<file path="src/rtl/para2ser_frame_pkg.sv">
// Shared types and helpers for the parallel-to-serial frame transmitter.
// No logic; state encoding and counter sizing only.
package para2ser_frame_pkg;

    typedef enum logic [1:0] {
        ST_IDLE = 2'd0,
        ST_SYNC = 2'd1,
        ST_DATA = 2'd2
    } p2s_state_e;

    // Bits needed to count 0..n-1 (at least one bit).
    function automatic int unsigned cnt_width(input int unsigned n);
        return (n < 2) ? 1 : $clog2(n);
    endfunction

endpackage

</file>
<file path="src/rtl/para2ser_frame_if.sv">
// Parallel word handshake in, serial frame stream out.
// master = word source / line observer, slave = the serialiser.
interface para2ser_frame_if #(
    parameter int unsigned WIDTH = 40
);
    logic [WIDTH-1:0] para_i;
    logic             para_valid;
    logic             para_ready;
    logic             ser_o;
    logic             ser_valid;
    logic             frame_start;
    logic             frame_end;
    logic             busy;

    modport master (
        output para_i, para_valid,
        input  para_ready, ser_o, ser_valid, frame_start, frame_end, busy
    );

    modport slave (
        input  para_i, para_valid,
        output para_ready, ser_o, ser_valid, frame_start, frame_end, busy
    );
endinterface

</file>
<file path="src/rtl/para2ser_frame_bit_tick_gen.sv">
// Bit-period divider: counts 0..DIV-1 while enabled, tick on the last count.
// Latency: tick is combinational from the count; clr wins over en; no backpressure.
module para2ser_frame_bit_tick_gen #(
    parameter int unsigned DIV   = 10000,
    parameter int unsigned CNT_W = 14
) (
    input  logic             clk,
    input  logic             rst_n,
    input  logic             en,
    input  logic             clr,
    output logic             tick,
    output logic [CNT_W-1:0] cnt
);

    localparam logic [CNT_W-1:0] LAST = CNT_W'(DIV - 1);

    assign tick = en && (cnt == LAST);

    always_ff @(posedge clk or negedge rst_n) begin
        if (!rst_n) begin
            cnt <= '0;
        end else if (clr) begin
            cnt <= '0;
        end else if (en) begin
            cnt <= tick ? '0 : cnt + CNT_W'(1);
        end
    end

endmodule

</file>
<file path="src/rtl/para2ser_frame.sv">
// Parallel-to-serial framer: optional sync header then WIDTH payload bits, DIV clks/bit.
// Latency: first bit on ser_o the clk after the transfer edge; ready only in IDLE or on the last bit tick.
module para2ser_frame
    import para2ser_frame_pkg::*;
#(
    parameter int unsigned WIDTH     = 40,
    parameter int unsigned DIV       = 10000,
    parameter int unsigned CNT_W     = 14,
    parameter int unsigned SYNC_LEN  = 8,
    parameter logic [((SYNC_LEN > 0) ? SYNC_LEN : 1)-1:0] SYNC_WORD = 8'hA5,
    parameter bit          MSB_FIRST = 1'b1,
    parameter logic        IDLE_LVL  = 1'b0
) (
    input logic            clk,
    input logic            rst_n,
    para2ser_frame_if.slave bus
);

    localparam int unsigned SW   = (SYNC_LEN > 0) ? SYNC_LEN : 1;
    localparam int unsigned BC_W = cnt_width((WIDTH > SYNC_LEN) ? WIDTH : SYNC_LEN);
    localparam logic [BC_W-1:0] LAST_DATA = BC_W'(WIDTH - 1);
    localparam logic [BC_W-1:0] LAST_SYNC = (SYNC_LEN > 0) ? BC_W'(SYNC_LEN - 1) : '0;
    localparam p2s_state_e FIRST_ST = (SYNC_LEN > 0) ? ST_SYNC : ST_DATA;

    p2s_state_e       state;
    p2s_state_e       state_nxt;
    logic [CNT_W-1:0] div_cnt;
    logic             tick;
    logic             run_en;
    logic             cnt_clr;
    logic [BC_W-1:0]  bit_cnt;
    logic [WIDTH-1:0] sreg;
    logic [WIDTH-1:0] sreg_nxt;
    logic [SW-1:0]    sync_sreg;
    logic [SW-1:0]    sync_nxt;
    logic             ser_q;
    logic             ser_nxt;
    logic             xfer;
    logic             sync_done;
    logic             data_done;
    logic             rdy;
    logic             active;
    logic             fstart;
    logic             fend;

    assign sync_done = (state == ST_SYNC) && tick && (bit_cnt == LAST_SYNC);
    assign data_done = (state == ST_DATA) && tick && (bit_cnt == LAST_DATA);
    assign xfer      = bus.para_valid && rdy;
    assign run_en    = (state != ST_IDLE);
    // A back-to-back transfer keeps the state but must still restart the bit timing.
    assign cnt_clr   = xfer || (state_nxt != state);

    para2ser_frame_bit_tick_gen #(
        .DIV   (DIV),
        .CNT_W (CNT_W)
    ) u_tick (
        .clk   (clk),
        .rst_n (rst_n),
        .en    (run_en),
        .clr   (cnt_clr),
        .tick  (tick),
        .cnt   (div_cnt)
    );

    always_ff @(posedge clk or negedge rst_n) begin
        if (!rst_n) begin
            state <= ST_IDLE;
        end else begin
            state <= state_nxt;
        end
    end

    always_comb begin
        state_nxt = state;
        case (state)
            ST_IDLE: if (xfer) state_nxt = FIRST_ST;
            ST_SYNC: if (sync_done) state_nxt = ST_DATA;
            ST_DATA: if (data_done) state_nxt = xfer ? FIRST_ST : ST_IDLE;
            default: state_nxt = ST_IDLE;
        endcase
    end

    always_comb begin
        rdy    = (state == ST_IDLE) || data_done;
        active = (state != ST_IDLE);
        fstart = (state == FIRST_ST) && (bit_cnt == '0) && (div_cnt == '0);
        fend   = data_done;
    end

    always_ff @(posedge clk or negedge rst_n) begin
        if (!rst_n) begin
            bit_cnt <= '0;
        end else if (cnt_clr) begin
            bit_cnt <= '0;
        end else if (tick) begin
            bit_cnt <= bit_cnt + BC_W'(1);
        end
    end

    // The register holds the bit on the line at its top (or bottom) end; the
    // next line value is taken from the post-update register so ser_o stays registered.
    always_comb begin
        sreg_nxt = sreg;
        sync_nxt = sync_sreg;
        if (xfer) begin
            sreg_nxt = bus.para_i;
            sync_nxt = SYNC_WORD;
        end else if (tick) begin
            if (state == ST_SYNC) begin
                sync_nxt = sync_sreg << 1;
            end
            if (state == ST_DATA) begin
                sreg_nxt = MSB_FIRST ? (sreg << 1) : (sreg >> 1);
            end
        end

        case (state_nxt)
            ST_SYNC: ser_nxt = sync_nxt[SW-1];
            ST_DATA: ser_nxt = MSB_FIRST ? sreg_nxt[WIDTH-1] : sreg_nxt[0];
            default: ser_nxt = IDLE_LVL;
        endcase
    end

    always_ff @(posedge clk or negedge rst_n) begin
        if (!rst_n) begin
            sreg      <= '0;
            sync_sreg <= '0;
            ser_q     <= IDLE_LVL;
        end else begin
            sreg      <= sreg_nxt;
            sync_sreg <= sync_nxt;
            ser_q     <= ser_nxt;
        end
    end

    assign bus.para_ready  = rdy;
    assign bus.ser_o       = ser_q;
    assign bus.ser_valid   = active;
    assign bus.busy        = active;
    assign bus.frame_start = fstart;
    assign bus.frame_end   = fend;

endmodule

</file>
<file path="src/flat_wrapper.sv">
// flat-port wrapper written by rule: the top's interface ports become plain ports
module para2ser_frame_flat import para2ser_frame_pkg::*;
#(
    parameter int unsigned WIDTH     = 40,
    parameter int unsigned DIV       = 10000,
    parameter int unsigned CNT_W     = 14,
    parameter int unsigned SYNC_LEN  = 8,
    parameter logic [((SYNC_LEN > 0) ? SYNC_LEN : 1)-1:0] SYNC_WORD = 8'hA5,
    parameter bit          MSB_FIRST = 1'b1,
    parameter logic        IDLE_LVL  = 1'b0
)
  (clk, rst_n, bus_para_i, bus_para_valid, bus_para_ready, bus_ser_o, bus_ser_valid, bus_frame_start, bus_frame_end, bus_busy);
  para2ser_frame_if #(.WIDTH(WIDTH)) bus_i ();
  input logic clk;
  input logic rst_n;
  input wire logic [$bits(bus_i.para_i)-1:0] bus_para_i;
  input wire logic [$bits(bus_i.para_valid)-1:0] bus_para_valid;
  output wire logic [$bits(bus_i.para_ready)-1:0] bus_para_ready;
  output wire logic [$bits(bus_i.ser_o)-1:0] bus_ser_o;
  output wire logic [$bits(bus_i.ser_valid)-1:0] bus_ser_valid;
  output wire logic [$bits(bus_i.frame_start)-1:0] bus_frame_start;
  output wire logic [$bits(bus_i.frame_end)-1:0] bus_frame_end;
  output wire logic [$bits(bus_i.busy)-1:0] bus_busy;
  assign bus_i.para_i = bus_para_i;
  assign bus_i.para_valid = bus_para_valid;
  assign bus_para_ready = bus_i.para_ready;
  assign bus_ser_o = bus_i.ser_o;
  assign bus_ser_valid = bus_i.ser_valid;
  assign bus_frame_start = bus_i.frame_start;
  assign bus_frame_end = bus_i.frame_end;
  assign bus_busy = bus_i.busy;
  para2ser_frame #(.WIDTH(WIDTH), .DIV(DIV), .CNT_W(CNT_W), .SYNC_LEN(SYNC_LEN), .SYNC_WORD(SYNC_WORD), .MSB_FIRST(MSB_FIRST), .IDLE_LVL(IDLE_LVL)) u_core (.clk(clk), .rst_n(rst_n), .bus(bus_i));
endmodule
</file>
<file path="config.mk">
export PLATFORM = sky130hd
export DESIGN_NAME = para2ser_frame_flat
export DESIGN_NICKNAME = d
export VERILOG_FILES = /design/src/rtl/para2ser_frame_pkg.sv /design/src/rtl/para2ser_frame_if.sv /design/src/rtl/para2ser_frame_bit_tick_gen.sv /design/src/rtl/para2ser_frame.sv /design/src/flat_wrapper.sv
export SDC_FILE = /design/constraint.sdc
export NUM_CORES = 1
export LEC_CHECK = 0
export CAP_MARGIN = 15
export CORE_ASPECT_RATIO = 2
export CORE_MARGIN = 8
export CORE_UTILIZATION = 49
export CTS_CLUSTER_DIAMETER = 150
export CTS_CLUSTER_SIZE = 20
export DETAILED_ROUTE_END_ITERATION = 10
export PLACE_DENSITY = 0.75
export SYNTH_ARGS = -nofsm -noshare
export SYNTH_HDL_FRONTEND = slang
export SYNTH_SLANG_ARGS = --single-unit
</file>
<file path="constraint.sdc">
create_clock -name clk -period 2.75 [get_ports clk]
set_input_delay 0.55 -clock clk [delete_from_list [all_inputs] [get_ports clk]]
set_output_delay 0.55 -clock clk [all_outputs]
set_load 0.03 [all_outputs]
</file>
==> results of run 1 <==
-- cell usage after synthesis, drive strengths merged --
cell type | number | area share
or3 | 2 | 0.0035
nor4 | 4 | 0.0070
and4bb | 1 | 0.0035
clkbuf | 6 | 0.0067
nand2b | 2 | 0.0035
nand2 | 57 | 0.060
xor2 | 6 | 0.015
a22oi | 1 | 0.0021
dfrtp | 71 | 0.50
nand3 | 7 | 0.0098
o22ai | 1 | 0.0018
o21ai | 41 | 0.058
ha | 6 | 0.021
inv | 12 | 0.013
a31o | 1 | 0.0025
or2 | 2 | 0.0035
mux2i | 46 | 0.13
nor2b | 2 | 0.0035
nor3b | 1 | 0.0021
nor3 | 6 | 0.0084
or4 | 1 | 0.0021
xnor2 | 11 | 0.027
nand3b | 1 | 0.0021
a21oi | 4 | 0.0056
a22o | 1 | 0.0025
and4 | 1 | 0.0025
and2 | 1 | 0.0018
a311oi | 1 | 0.0025
nor2 | 32 | 0.034
or4b | 1 | 0.0039
nand4 | 10 | 0.018
buf | 14 | 0.024
o211a | 1 | 0.0028
nor4b | 2 | 0.0049
and3 | 2 | 0.0039
a211oi | 1 | 0.0021
a31oi | 1 | 0.0018
a2bb2oi | 1 | 0.0025
-- flip-flops by register name, summed over array words and instances (netlist names) --
name and cells:
u_core.sreg 40, u_core.bit_cnt 6, u_core.sync_sreg 8, u_core.bus.ser_o 1
u_core.state 2, u_core.u_tick.cnt 14
-- cell families after synthesis --
family / Yosys count / share of synthesized area
compound gates: 54 / 0.0837
xor+xnor: 17 / 0.0419
fa+ha+maj: 6 / 0.0211
buf+inv: 32 / 0.0433
flops: 71 / 0.499
mux: 46 / 0.133
simple gates: 135 / 0.178
-- worst min-delay path by stage --
stage / from / depth (start not counted) / slack (ps) / end
2_1_floorplan: rst_n / 0 / 250 / u_core.bit_cnt[0]
3_3_place_gp: u_core.sync_sreg[0] / 2 / 460 / u_core.sync_sreg[0]
3_5_place_dp: u_core.sync_sreg[0] / 2 / 490 / u_core.sync_sreg[0]
4_1_cts: rst_n / 1 / 200 / u_core.sreg[37]
5_1_grt: rst_n / 1 / 230 / u_core.sreg[37]
6_report: rst_n / 1 / 180 / u_core.sreg[37]
-- where the power goes --
group	switching, mW	internal [mW]	leakage, nW	total, mW
combinational	0.0301	0.0534	0.776	0.0835
sequential	0	1.05	0.720	1.05
clock	0.414	0.624	0.131	1.04
total	0.444	1.72	1.63	2.17
-- stage by stage --
| stage | area [um^2] | power (mW) | instances | util |
|---|---|---|---|---|
| CTS | 4390 | 2.19 | 506 | 0.613 |
| finish | 4440 | 2.17 | 509 | 0.621 |
| global placement | 4120 | 1.15 | 491 | 0.576 |
| global route | 4440 | 2.24 | 509 | 0.621 |
| floorplan | 3560 | 1.06 | 361 | - |
| detailed placement | 4120 | 1.15 | 491 | 0.576 |
-- area by class of cell --
class | instances | area [um^2]
Tap cell | 92 | 115
Inverter | 12 | 45.0
Multi-Input combinational cell | 258 | 1660
Sequential cell | 71 | 1780
Clock inverter | 4 | 22.5
Fill cell | 618 | 2720
Clock buffer | 11 | 243
Timing Repair Buffer | 61 | 579
-- repair_timing --
action | in CTS | in global routing
setup buffers | 0 | 2
gates resized for setup | 2 | 8
endpoints found under the setup margin | 2 | 1
pin swaps | 0 | 1
-- worst max-delay path: cells and delay by family, from the launching register on --
kind | cells | cell delay, ps
adders and majority gates | 1 | 190
and+or+nand+nor | 7 | 1170
AOI/OAI and AO/OA | 3 | 500
buffers and inverters | 1 | 180
DFF | 1 | 390
-- layer usage --
metal / vias up / track usage / part of all wire
met5: - / 0 / 0
met4: 0 / 0.0873 / 0.023
met3: 14 / 0.0428 / 0.049
met2: 62 / 0.249 / 0.49
met1: 1288 / 0.168 / 0.44
li1: 1339 / - / -
==> results.yml, run 1 <==
finish:
  n_antenna_cell: 0
  fraction_of_layout_instances_using_a_drive_strength_above_1: 0.106
  layout_common_cells: "sky130_fd_sc_hd__dfrtp_1, sky130_fd_sc_hd__nand2_1, sky130_fd_sc_hd__mux2i_1"
  layout.nets: 462
  area_delta_synth_final_pct: 24.9
  layout.cells.most_common: "sky130_fd_sc_hd__dfrtp_1"
sta:
  worst_slew_margin_rel: 0.663
  totalNegativeSetupSlack_ps: 0
  finalHoldViolations: 0
  setup_ws_ps: 167
  max_clock_freq_mhz: 387
  clock_skew_ps: 7.72
  period_share: 0.939
  setup-violations-final: 0
  min_cycle_time_layout_ps: 2580
  timing.final.max_slew_violations: 0
  worst-slew-pin-transition_ps: 505
  final.hold.worst_slack_ps: 182
yosys:
  synth_seq_area_share: 0.499
  mappedNetlistNets: 410
  ys_warn_count: 0
  post_syn_instances: 361
  register_bit_total_from_synthesis: 71
  avgSynthCellArea_um2: 9.85
  synthesis.area_um2: 3560
  post_synth_num_cell_types: 44
power:
  p_per_area_nw_per_um2: 488
  max-vdd-ir-drop_v: 0.000340
  leakage_power_total_nw: 1.63
floorplan:
  floorplan.die_area_um2: 10400
  count_of_boundary_i_o_pins: 49
  die_height_um: 136
  chip_width_um: 76.2
  std_cell_rows: 44
  core-area_um2: 7160
  floorplan.initialDensity: 0.497
place:
  port_buffers: 48
  post-place-ws_ps: -20.5
  dp.final_hpwl_um: 5370
  routabilityCongestion: 0.860
critical_path:
  timing.critical_path.arrival_ps: 2800
  sort_of_element_at_the_end_of_the_critical_path: "flip-flop"
  critical_path.endpoint: "u_core.bus.ser_o"
  r2r_slack_ps: 170
  worst-setup-path-type: "flip-flop to flip-flop"
  worstSetupStartpointType: "flip-flop"
  worst_path_largest_cell_delay_ps: 510
  worstPathMaxFanout: 4
  rr_endpoint: "u_core.bus.ser_o"
  critical-path-top-cell-by-count: "sky130_fd_sc_hd__nand2_1"
  critPathSlowestCell: "sky130_fd_sc_hd__or4_4"
  regToRegStartpoint: "u_core.u_tick.cnt[4]"
  timing.critical_path.cells: "nor4_2 -> buf_4 -> nand2_2 -> or4_4 -> nand2_1 -> a22o_1 -> ha_1 -> nor2b_2 -> nand2_1 -> nor2_1 -> a311oi_1 -> o22ai_1"
  worst_r2r_path_depth: 12
  critPathRequiredTime_ps: 2960
  startpoint: "u_core.u_tick.cnt[4]"
clock_tree:
  clock_tree.root_cell: "sky130_fd_sc_hd__clkbuf_16"
  cts_inserted_buffers: 9
  cts_buffer_depth: 2
  clk_pin_slew_worst_paths_ps: 60
  clock_latency_ps: 340
  clock_tree_from_tritoncts: "done"
  clock_sink_count: 71
  cts-hold-fix-buffers: 0
  ctsHtreeMaxLevel: 3
global_routing:
  wire_length_of_the_first_global_routing_pass_um: 12700
  grt_start_max_net_pins: 55
  grt_antenna_before_repair: 0
  grt_overflow: 0
  grt_use_total: 0.150
  grt_pass1_vias: 2882
drt:
  route.detailed.wl_per_inst_um: 14.8
  residual_drc_count: 0
  drt_first_iter_violations: 112
  routed_via_density: 5.31
  vias: 2703
  first_pass_iters: 4
  antenna_left: 0
  route.final.wire_length_um: 7540
hold_path:
  holdCritPathClass: "primary input to asynchronous set/reset pin"
run:
  drv_cap: 0
outcome:
  status: "finished clean"
No activity file was read; power rests on OpenSTA's default activity.
==> inputs of run 2 (changes only) <==
==> constraint.sdc (replaced) <==
create_clock -name clk -period 2.75 [get_ports clk]
set_input_delay 0.55 -clock clk [delete_from_list [all_inputs] [get_ports clk]]
set_output_delay 0.55 -clock clk [all_outputs]
set_load 0.005 [all_outputs]
==> results.yml, run 2 (synthesis gave the netlist of run 1 again) <==
floorplan:
  chip_width_um: 76.2
  core-area_um2: 7160
  std_cell_rows: 44
  count_of_boundary_i_o_pins: 49
  die_height_um: 136
  floorplan.initialDensity: 0.497
  floorplan.die_area_um2: 10400
global_routing:
  grt_use_total: 0.157
  grt_pass1_vias: 2847
  grt_antenna_before_repair: 0
  grt_start_max_net_pins: 49
  grt_overflow: 0
  wire_length_of_the_first_global_routing_pass_um: 13200
place:
  routabilityCongestion: 0.862
  placed_area_um2: 4110
  port_buffers: 48
  post-place-ws_ps: 54.6
  dp.final_hpwl_um: 5300
  placed_cells: 490
sta:
  min_cycle_time_layout_ps: 2590
  totalNegativeSetupSlack_ps: 0
  worst_slew_margin_rel: 0.496
  clock_skew_ps: 5.71
  setup-violations-final: 0
  grt_setup_unrepaired: "no"
  finalHoldViolations: 0
  max_clock_freq_mhz: 386
  final.hold.worst_slack_ps: 177
  setup_ws_ps: 159
  period_share: 0.942
  timing.final.max_slew_violations: 0
  worst-slew-pin-transition_ps: 749
finish:
  largestRegisters: "u_core.sreg: 40 flops, u_core.u_tick.cnt: 14 flops, u_core.sync_sreg: 8 flops"
  layout_common_cells: "sky130_fd_sc_hd__dfrtp_1, sky130_fd_sc_hd__nand2_1, sky130_fd_sc_hd__mux2i_1"
  fraction_of_layout_instances_using_a_drive_strength_above_1: 0.119
  area_delta_synth_final_pct: 27.8
  largest_register_ff_count: 40
  finish.instance_area_um2: 4550
  layout.nets: 463
  postLayoutCoreUtil: 0.635
  final_cells: 511
  max_flop_register: "u_core.sreg"
  seq_area_um2: 1780
  fill_cells: 576
  n_antenna_cell: 0
  layout.cells.most_common: "sky130_fd_sc_hd__dfrtp_1"
  multi_input_comb_area_um2: 1680
drt:
  first_pass_iters: 4
  dr_wl_met2_um: 3670
  vias: 2725
  top_signal_layer_used: "met4"
  routed_via_density: 5.33
  route.final.wire_length_um: 7710
  met3_wirelength_um: 301
  route.detailed.wl_per_inst_um: 15.1
  drt_first_iter_violations: 168
  residual_drc_count: 0
  wl_met1_um: 3560
  antenna_left: 0
critical_path:
  worst-setup-path-type: "flip-flop to flip-flop"
  critPathSlowestCell: "sky130_fd_sc_hd__or4_4"
  worstSetupStartpointType: "flip-flop"
  timing.critical_path.arrival_ps: 2800
  worstPathMaxFanout: 4
  timing.critical_path.cells: "ha_2 -> nand4_1 -> or2_1 -> or4_4 -> nand2_2 -> a22o_1 -> ha_1 -> nor2b_2 -> nand2_1 -> nor2_1 -> a311oi_1 -> o22ai_1"
  sort_of_element_at_the_end_of_the_critical_path: "flip-flop"
  worst_path_largest_cell_delay_ps: 540
  critPathRequiredTime_ps: 2960
run:
  drv_cap: 0
clock_tree:
  clock_latency_ps: 330
  cts-hold-fix-buffers: 0
  clock_tree.root_cell: "sky130_fd_sc_hd__clkbuf_16"
  clock_tree_from_tritoncts: "done"
  clk_pin_slew_worst_paths_ps: 60
  clock_sink_count: 71
  ctsHtreeMaxLevel: 3
  cts_buffer_depth: 2
  cts_inserted_buffers: 9
hold_path:
  holdCritPathClass: "primary input to asynchronous set/reset pin"
power:
  p_per_area_nw_per_um2: 534
  max-vdd-ir-drop_v: 0.000351
  p_total_mw: 2.43
  leakage_power_total_nw: 1.71
outcome:
  status: "finished clean"
## run 2: changes by cell type in the layout (fill, tap and decap cells not counted), moves of 2 or more
cell / before / now
sky130_fd_sc_hd__nor4b_2: 0 / 2
sky130_fd_sc_hd__nor4b_1: 2 / 0
sky130_fd_sc_hd__dlymetal6s2s_1: 0 / 3
sky130_fd_sc_hd__clkinv_2: 3 / 0
sky130_fd_sc_hd__clkbuf_8: 1 / 3
sky130_fd_sc_hd__bufinv_16: 0 / 2
## run 2: worst paths after layout
kind	to	slack (ps)	startpoint	cells past startpoint
min in group clk	u_core.sync_sreg[0]	480	u_core.sync_sreg[0]	2
min reg2reg	u_core.sync_sreg[0]	480	u_core.sync_sreg[0]	2
max reg2reg	u_core.bus.ser_o	160	u_core.u_tick.cnt[0]	12
min	u_core.sreg[36]	180	rst_n	1
max in group asynchronous	u_core.state[1]	1790	rst_n	2
max	u_core.bus.ser_o	160	u_core.u_tick.cnt[0]	12
## run 2: report_power, final
group / internal, mW / total (mW) / switching [mW]
Sequential: 1.05 / 1.05 / 0
Clock: 0.869 / 1.30 / 0.430
Combinational: 0.0534 / 0.0837 / 0.0302
Total: 1.97 / 2.43 / 0.460
## run 2: layout make-up
type	count	area share
sequential	71	0.391
multi-input combinational	258	0.369
timing repair buffer	62	0.129
clock buffer	12	0.0586
tap	92	0.0253
clock inverter	4	0.0168
inverter	12	0.00991
## run 2: per-layer routing
metal | vias up | GRT usage
li1 | 1357 | -
met1 | 1298 | 0.193
met2 | 56 | 0.249
met3 | 14 | 0.0375
met4 | 0 | 0.0841
met5 | - | 0
## run 2: worst max-delay path, delay by kind of cell (launching register included)
family	cells	cell delay [ps]
and+or+nand+nor	7	1160
DFF	1	410
adders and majority gates	2	390
AOI/OAI and AO/OA	3	500
## run 2: what timing repair did
action	CTS	global route
setup buffers	0	5
gates resized for setup	3	14
pin swaps	0	3
endpoints found under the setup margin	3	4
